<file path="config.mk">
export PLATFORM = sky130hd
export DESIGN_NAME = branch_issue_queue
export DESIGN_NICKNAME = d
export VERILOG_FILES = /design/src/rtl/branch_issue_queue_pkg.sv /design/src/rtl/branch_issue_queue_entry.sv /design/src/rtl/branch_issue_queue.sv
export SDC_FILE = /design/constraint.sdc
export NUM_CORES = 1
export LEC_CHECK = 0
export BUFFER_PORTS_ARGS = -buffer_cell sky130_fd_sc_hd__buf_2
export CAP_MARGIN = 25
export CORE_MARGIN = 2
export CORE_UTILIZATION = 59
export DETAILED_ROUTE_END_ITERATION = 12
export GPL_TIMING_DRIVEN = 0
export PLACE_DENSITY = 0.79
export SETUP_SLACK_MARGIN = 0.4
export SLEW_MARGIN = 10
export SYNTH_ARGS = -nofsm -noshare
export SYNTH_HDL_FRONTEND = slang
export SYNTH_SLANG_ARGS = --single-unit
</file>
<file path="constraint.sdc">
create_clock -name iCLOCK -period 3.2 [get_ports iCLOCK]
set_clock_uncertainty 0.2 [all_clocks]
set_input_delay 0.48 -clock iCLOCK [delete_from_list [all_inputs] [get_ports iCLOCK]]
set_output_delay 0.48 -clock iCLOCK [all_outputs]
set_load 0.1 [all_outputs]
</file>
<file path="src/rtl/branch_issue_queue_pkg.sv">
// Shared types and constants for the branch issue queue: field widths, branch
// command encodings, the queue entry record and the issue-slot record.
package branch_issue_queue_pkg;

  localparam int unsigned TAG_W  = 6;
  localparam int unsigned CMD_W  = 5;
  localparam int unsigned CC_W   = 4;
  localparam int unsigned FLAG_W = 5;
  localparam int unsigned DATA_W = 32;

  // Branch command encodings seen on the EX_BRANCH bus
  localparam logic [CMD_W-1:0] EXE_BRANCH_B    = 5'h00;
  localparam logic [CMD_W-1:0] EXE_BRANCH_BL   = 5'h01;
  localparam logic [CMD_W-1:0] EXE_BRANCH_BR   = 5'h02;
  localparam logic [CMD_W-1:0] EXE_BRANCH_BLR  = 5'h03;
  localparam logic [CMD_W-1:0] EXE_BRANCH_SWI  = 5'h04;
  localparam logic [CMD_W-1:0] EXE_BRANCH_IB   = 5'h05;
  localparam logic [CMD_W-1:0] EXE_BRANCH_IDTS = 5'h06;
  localparam logic [CMD_W-1:0] EXE_BRANCH_HALT = 5'h07;

  // Condition code "always"
  localparam logic [CC_W-1:0] CC_AL = 4'hE;

  typedef struct packed {
    logic [TAG_W-1:0]  tag;
    logic [CMD_W-1:0]  cmd;
    logic [CC_W-1:0]   cc;
    logic [DATA_W-1:0] source;
    logic [DATA_W-1:0] pc;
    logic [FLAG_W-1:0] flag;
    logic              flag_ready;
    logic [TAG_W-1:0]  flag_tag;
  } entry_t;

  typedef struct packed {
    logic [TAG_W-1:0]  tag;
    logic [CMD_W-1:0]  cmd;
    logic [CC_W-1:0]   cc;
    logic [FLAG_W-1:0] flag;
    logic [DATA_W-1:0] source;
    logic [DATA_W-1:0] pc;
  } issue_t;

  // True when a flag writeback satisfies an op still waiting on its producer
  function automatic logic flag_wb_hit(input logic             flag_ready,
                                       input logic [TAG_W-1:0] flag_tag,
                                       input logic             wb_valid,
                                       input logic [TAG_W-1:0] wb_tag);
    return wb_valid && !flag_ready && (flag_tag == wb_tag);
  endfunction

endpackage

</file>
<file path="src/rtl/branch_issue_queue_entry.sv">
// One queue slot: holds a dispatched branch op and snoops the flag writeback
// bus so a waiting op becomes ready as soon as its producer writes back.
module branch_issue_queue_entry
  import branch_issue_queue_pkg::*;
(
  input  logic              iCLOCK,
  input  logic              inRESET,
  input  logic              write,
  input  entry_t            write_data,
  input  logic              wb_valid,
  input  logic [TAG_W-1:0]  wb_tag,
  input  logic [FLAG_W-1:0] wb_data,
  output entry_t            entry
);

  entry_t entry_q, entry_d;

  // Next state: new op on write, then capture a matching writeback so a
  // same-cycle push and writeback land as a ready entry.
  always_comb begin
    entry_d = write ? write_data : entry_q;
    if (flag_wb_hit(entry_d.flag_ready, entry_d.flag_tag, wb_valid, wb_tag)) begin
      entry_d.flag_ready = 1'b1;
      entry_d.flag       = wb_data;
    end
  end

  // Slot storage
  always_ff @(posedge iCLOCK or negedge inRESET) begin
    if (!inRESET) begin
      entry_q <= '0;
    end else begin
      entry_q <= entry_d;
    end
  end

  assign entry = entry_q;

endmodule

</file>
<file path="src/rtl/branch_issue_queue.sv">
// In-order issue queue for branch ops feeding the port-0 branch execute stage.
// Ops wait for their condition flags, issue strictly in order into a registered
// EX_BRANCH slot, and the whole queue flushes on iFREE_RESTART.
// Build option BRANCH_ISSUE_QUEUE_BYPASS_EN: a ready op pushed into an empty
// queue with a free slot goes straight to the output register (1-cycle latency).
module branch_issue_queue
  import branch_issue_queue_pkg::*;
#(
  parameter int unsigned DEPTH = 4,
  parameter int unsigned PTR_W = 2
) (
  input  logic              iCLOCK,
  input  logic              inRESET,
  input  logic              iFREE_RESTART,
  input  logic              iDISPATCH_VALID,
  input  logic [TAG_W-1:0]  iDISPATCH_COMMIT_TAG,
  input  logic [CMD_W-1:0]  iDISPATCH_CMD,
  input  logic [CC_W-1:0]   iDISPATCH_CC,
  input  logic [DATA_W-1:0] iDISPATCH_SOURCE,
  input  logic [DATA_W-1:0] iDISPATCH_PC,
  input  logic              iDISPATCH_FLAG_READY,
  input  logic [FLAG_W-1:0] iDISPATCH_FLAG,
  input  logic [TAG_W-1:0]  iDISPATCH_FLAG_TAG,
  output logic              oDISPATCH_FULL,
  input  logic              iFLAG_WB_VALID,
  input  logic [TAG_W-1:0]  iFLAG_WB_TAG,
  input  logic [FLAG_W-1:0] iFLAG_WB_DATA,
  output logic              oEX_BRANCH_VALID,
  output logic [TAG_W-1:0]  oEX_BRANCH_COMMIT_TAG,
  output logic [CMD_W-1:0]  oEX_BRANCH_CMD,
  output logic [CC_W-1:0]   oEX_BRANCH_CC,
  output logic [FLAG_W-1:0] oEX_BRANCH_FLAG,
  output logic [DATA_W-1:0] oEX_BRANCH_SOURCE,
  output logic [DATA_W-1:0] oEX_BRANCH_PC,
  input  logic              iEX_BRANCH_LOCK
);

  localparam logic [PTR_W:0] DEPTH_CNT = (PTR_W+1)'(DEPTH);

  logic [PTR_W-1:0] head_q, tail_q;
  logic [PTR_W:0]   count_q, count_d;
  logic             full_q;
  logic             out_valid_q;
  issue_t           out_q;

  entry_t           dispatch_entry;
  entry_t           entries [DEPTH];
  entry_t           head_entry;
  issue_t           bypass_issue;
  logic             accept, push, load, bypass;
  logic             transfer, slot_free, head_ready, wb_valid;
  logic             unused_head_flag_tag;

  assign dispatch_entry = '{
    tag:        iDISPATCH_COMMIT_TAG,
    cmd:        iDISPATCH_CMD,
    cc:         iDISPATCH_CC,
    source:     iDISPATCH_SOURCE,
    pc:         iDISPATCH_PC,
    flag:       iDISPATCH_FLAG,
    flag_ready: iDISPATCH_FLAG_READY,
    flag_tag:   iDISPATCH_FLAG_TAG
  };

  // A restart wipes everything, so any writeback in that cycle is discarded
  assign wb_valid   = iFLAG_WB_VALID && !iFREE_RESTART;

  assign transfer   = out_valid_q && !iEX_BRANCH_LOCK;
  // A locked execute stage never takes a new op, even into an empty slot
  assign slot_free  = (!out_valid_q || transfer) && !iEX_BRANCH_LOCK;
  assign head_entry = entries[head_q];
  assign head_ready = (count_q != '0) && head_entry.flag_ready;
  assign accept     = iDISPATCH_VALID && !full_q && !iFREE_RESTART;
  assign load       = !iFREE_RESTART && head_ready && slot_free;

  assign unused_head_flag_tag = ^head_entry.flag_tag;

`ifdef BRANCH_ISSUE_QUEUE_BYPASS_EN
  assign bypass = accept && (count_q == '0) && slot_free &&
                  (iDISPATCH_FLAG_READY ||
                   flag_wb_hit(iDISPATCH_FLAG_READY, iDISPATCH_FLAG_TAG, wb_valid, iFLAG_WB_TAG));
`else
  assign bypass = 1'b0;
`endif

  assign push = accept && !bypass;

  assign bypass_issue = '{
    tag:    iDISPATCH_COMMIT_TAG,
    cmd:    iDISPATCH_CMD,
    cc:     iDISPATCH_CC,
    flag:   iDISPATCH_FLAG_READY ? iDISPATCH_FLAG : iFLAG_WB_DATA,
    source: iDISPATCH_SOURCE,
    pc:     iDISPATCH_PC
  };

  for (genvar i = 0; i < DEPTH; i++) begin : g_entry
    branch_issue_queue_entry u_entry (
      .iCLOCK     (iCLOCK),
      .inRESET    (inRESET),
      .write      (push && (tail_q == PTR_W'(i))),
      .write_data (dispatch_entry),
      .wb_valid   (wb_valid),
      .wb_tag     (iFLAG_WB_TAG),
      .wb_data    (iFLAG_WB_DATA),
      .entry      (entries[i])
    );
  end

  // Occupancy: push adds, load removes; both together leave it unchanged
  always_comb begin
    count_d = count_q + (PTR_W+1)'(push) - (PTR_W+1)'(load);
  end

  // Pointers, count and registered full flag
  always_ff @(posedge iCLOCK or negedge inRESET) begin
    if (!inRESET) begin
      head_q  <= '0;
      tail_q  <= '0;
      count_q <= '0;
      full_q  <= 1'b0;
    end else if (iFREE_RESTART) begin
      head_q  <= '0;
      tail_q  <= '0;
      count_q <= '0;
      full_q  <= 1'b0;
    end else begin
      if (load) head_q <= head_q + PTR_W'(1);
      if (push) tail_q <= tail_q + PTR_W'(1);
      count_q <= count_d;
      full_q  <= (count_d == DEPTH_CNT);
    end
  end

  // EX_BRANCH output register: load from head (or bypass), clear after transfer
  always_ff @(posedge iCLOCK or negedge inRESET) begin
    if (!inRESET) begin
      out_valid_q <= 1'b0;
      out_q       <= '0;
    end else if (iFREE_RESTART) begin
      out_valid_q <= 1'b0;
      out_q       <= '0;
    end else if (load) begin
      out_valid_q <= 1'b1;
      out_q.tag   <= head_entry.tag;
      out_q.cmd   <= head_entry.cmd;
      out_q.cc    <= head_entry.cc;
      out_q.flag  <= head_entry.flag;
      out_q.source <= head_entry.source;
      out_q.pc    <= head_entry.pc;
    end else if (bypass) begin
      out_valid_q <= 1'b1;
      out_q       <= bypass_issue;
    end else if (transfer) begin
      out_valid_q <= 1'b0;
    end
  end

  assign oDISPATCH_FULL        = full_q;
  assign oEX_BRANCH_VALID      = out_valid_q;
  assign oEX_BRANCH_COMMIT_TAG = out_q.tag;
  assign oEX_BRANCH_CMD        = out_q.cmd;
  assign oEX_BRANCH_CC         = out_q.cc;
  assign oEX_BRANCH_FLAG       = out_q.flag;
  assign oEX_BRANCH_SOURCE     = out_q.source;
  assign oEX_BRANCH_PC         = out_q.pc;

endmodule

</file>
==> flow_summary.yaml <==
route:
  drt-wirelength-per-cell_um: 19.88
  drt_iter0_drc: 1358
  drt_wl_total_mm: 55.14
  final_antenna_net_count: 0
  vias: 15690
  vias_per_cell: 5.656
  drc_errors: 0
  firstDrtPassIters: 5
cts:
  clk_path_buf_depth: 3
  cts-root-buf: "clkbuf_16"
  cts_made_buffers: 47
  clkSinkCount: 457
  cts_tree: "done"
  h-tree-depth: 2
  clk-insertion-delay-late_ns: 0.55
  path_clk_slew_ns: 0.06
global_routing:
  grt_max_degree: 118
  grt_pass1_vias: 16500
  globalRouteMet2Util_pct: 52.87
  groute.usage.overall_pct: 31.54
  antenna_found_initial: 9
  grt_overflow: 0
  grt_pass1_wl_mm: 88.19
  use_met3_pct: 5.579
  grt.busiest_layer: "met2"
  use_met1_pct: 41.61
placement:
  place_area_mm2: 0.02194
  place_ws_ns: -0.2097
  gp_routability_congestion: 0.9563
  port_buffers: 190
  dp_hpwl_mm: 35.98
sta:
  rsz0062_at_grt: "yes"
  max_freq_mhz: 332.3
  hold_viol: 0
  tightest_slew_ns: 0.9526
  post-route-period-util_pct: 94.03
  setup-tns-final_ns: 0
  holdWs_ns: 0.005182
  timing.final.ws_setup_ns: 0.1909
  min_period_ns: 3.009
  maxSlewViolCount: 0
  max_slew_margin_pct: 36.49
  setup_violations: 0
synthesis:
  synthSimpleGateAreaFrac_pct: 22.63
  ys_types: 56
  synth-xor-area-share_pct: 0.8627
  syn_inst: 1956
  synthArstFlopShare_pct: 100.0
  syn-cell-area_mm2: 0.02030
  synth-edff-count: 0
  synth_compound_area_share_pct: 1.300
  synth_flop_cell: "dfrtp_1"
  synth.area.mux_share_pct: 15.83
  synth_top_area_share_pct: 56.32
  synth_top_family_by_area: "simple AND/OR/NAND/NOR gates"
  avgSynthCellArea_um2: 10.38
  syn_nets: 2070
  synth_top_area_cell: "dfrtp_1"
  synth.yosys.seq_area_share_pct: 56.32
  synth_area_leaders: "dfrtp_1 56%, nand2_1 18%, mux4_2 9.3%, mux2_2 5.5%, nand3b_1 3.0%"
  synthAdderAreaFrac_pct: 0.4067
  synth_seq_cells: 457
  yosys_warnings: 0
floorplanning:
  die_y_um: 189.5
  initial_core_util_pct: 60.25
  die_area_mm2: 0.03591
  rows: 67
  die_w_um: 189.5
  coreArea_mm2: 0.03370
  ios: 194
setup_path:
  worst_ep_required_time_ns: 3.44
  cp.arrival_ns: 3.25
  cp_max_fo: 4
  cp-end-kind: "flip-flop"
  critical_path_class: "reg2reg"
  startpoint_type: "flip-flop"
run_status:
  outcome: "completed"
final_layout:
  multiInputGateArea_mm2: 0.008383
  drive_above_1_share_pct: 22.85
  regArea_mm2: 0.01144
  fillers: 2357
  finalInstanceArea_mm2: 0.02448
  syn_to_final_growth_pct: 20.59
  nets: 2396
pwr:
  power.leakage_uw: 0.01264
  peakVddDrop_mv: 0.5370
  p_per_area_mw_per_mm2: 842.0
  total_power_uw: 20620
hold_path:
  hp-class: "in2reg"
flow_run:
  maxCapViolCount: 0
[where the power goes]
part	switching, µW	internal (µW)	leakage (µW)
sequential	1220	7940	0.00594
clock	2310	3320	0.000792
combinational	3300	2530	0.00591
total	6820	13800	0.0126
[sequential cells by signal, summed over array words and instances, names as in the netlist]
name and cells:
oEX_BRANCH_SOURCE 32, oEX_BRANCH_CMD 5, oEX_BRANCH_PC 32, oDISPATCH_FULL 1, oEX_BRANCH_FLAG 5, oEX_BRANCH_COMMIT_TAG 6, tail_q 2, oEX_BRANCH_VALID 1
g_entry.u_entry.entry 364, count_q 3, oEX_BRANCH_CC 4, head_q 2
[through the flow]
| stage | cells | utilization (%) |
|---|---|---|
| 6_report | 2774 | 72.66 |
| 5_1_grt | 2772 | 72.64 |
| 4_1_cts | 2766 | 72.54 |
| 3_5_place_dp | 2598 | 65.10 |
| 3_3_place_gp | 2594 | 64.74 |
| 2_1_floorplan | 1956 | - |
[layout make-up]
class / count / area share [%]
clock buffer: 67 / 5.774
buffer: 122 / 2.264
antenna: 7 / 0.07154
inverter: 9 / 0.1380
clock inverter: 19 / 0.7870
sequential: 457 / 46.71
multi-input combinational: 1368 / 34.24
timing repair buffer: 277 / 7.732
tap: 448 / 2.289
[layout by cell type (no fill, tap or decap), drive strengths merged, types with 11 or more instances in the layout]
cell type / synthesis / final
nand2: 983 / 983
dfrtp: 457 / 457
buf: 61 / 260
clkbuf: 61 / 128
mux2: 113 / 113
mux4: 84 / 84
nand3b: 80 / 80
dlygate4sd3: 0 / 78
clkinv: 0 / 12
xor2: 11 / 11
[synth_stat cells, drive strengths merged (9+ instances only)]
| cell type | count |
|---|---|
| nand2 | 983 |
| dfrtp | 457 |
| mux2 | 113 |
| mux4 | 84 |
| nand3b | 80 |
| buf | 61 |
| clkbuf | 61 |
| xor2 | 11 |
| a21oi | 10 |
| nor2 | 10 |
| inv | 9 |
| xnor2 | 9 |
[worst max-delay path: stages, from the launching register on]
cell and delay [ns]:
dfrtp_1 0.37, buf_6 0.12, mux2i_1 0.11, mux2_4 0.28, or4_4 0.44, buf_12 0.15
buf_12 0.12, xnor2_4 0.15, ha_2 0.19, inv_2 0.03, fa_2 0.35, xnor2_2 0.16
nor4b_2 0.24
[path summary, 6_finish.rpt]
kind                                                          startpoint                                        to  slack, ns  cells past startpoint
worst max-delay path                               head_q[1]$_DFFE_PN0P_                  oDISPATCH_FULL$_DFF_PN0_       0.19                     12
worst max register to register                     head_q[1]$_DFFE_PN0P_                  oDISPATCH_FULL$_DFF_PN0_       0.19                     12
min in group asynchronous                                        inRESET  g_entry[0].u_entry.entry[44]$_DFFE_PN0P_       0.24                      2
max in group asynchronous                                        inRESET  g_entry[1].u_entry.entry[23]$_DFFE_PN0P_       1.18                      4
worst min register to register  g_entry[0].u_entry.entry[21]$_DFFE_PN0P_  g_entry[0].u_entry.entry[21]$_DFFE_PN0P_       0.27                      2
worst min-delay path                             iDISPATCH_COMMIT_TAG[0]  g_entry[3].u_entry.entry[85]$_DFFE_PN0P_      0.005                      3
[routing by layer]
| layer | vias to the layer above | wire [µm] | share of wire (%) |
|---|---|---|---|
| li1 | 7042 | - | - |
| met1 | 7833 | 21790 | 40 |
| met2 | 688 | 27280 | 49 |
| met3 | 126 | 4305 | 7.8 |
| met4 | 2 | 1738 | 3.2 |
| met5 | - | 13 | 0.024 |
[logic make-up after synthesis]
logic type | count (synthesis)
XOR/XNOR | 20
multiplexers | 199
flip-flops | 457
AO/OA/AOI/OAI | 35
adder cells (fa/ha/maj) | 6
buffers and inverters | 131
AND/OR/NAND/NOR | 1108
[timing repair]
item,CTS,global route
gates resized for setup,24,9
endpoints found under the setup margin,187,174
hold endpoints to repair,255,0
pin swaps,6,5
setup buffers,4,1
hold buffers,78,0
Note: power is estimated with default switching activity, not from simulation.
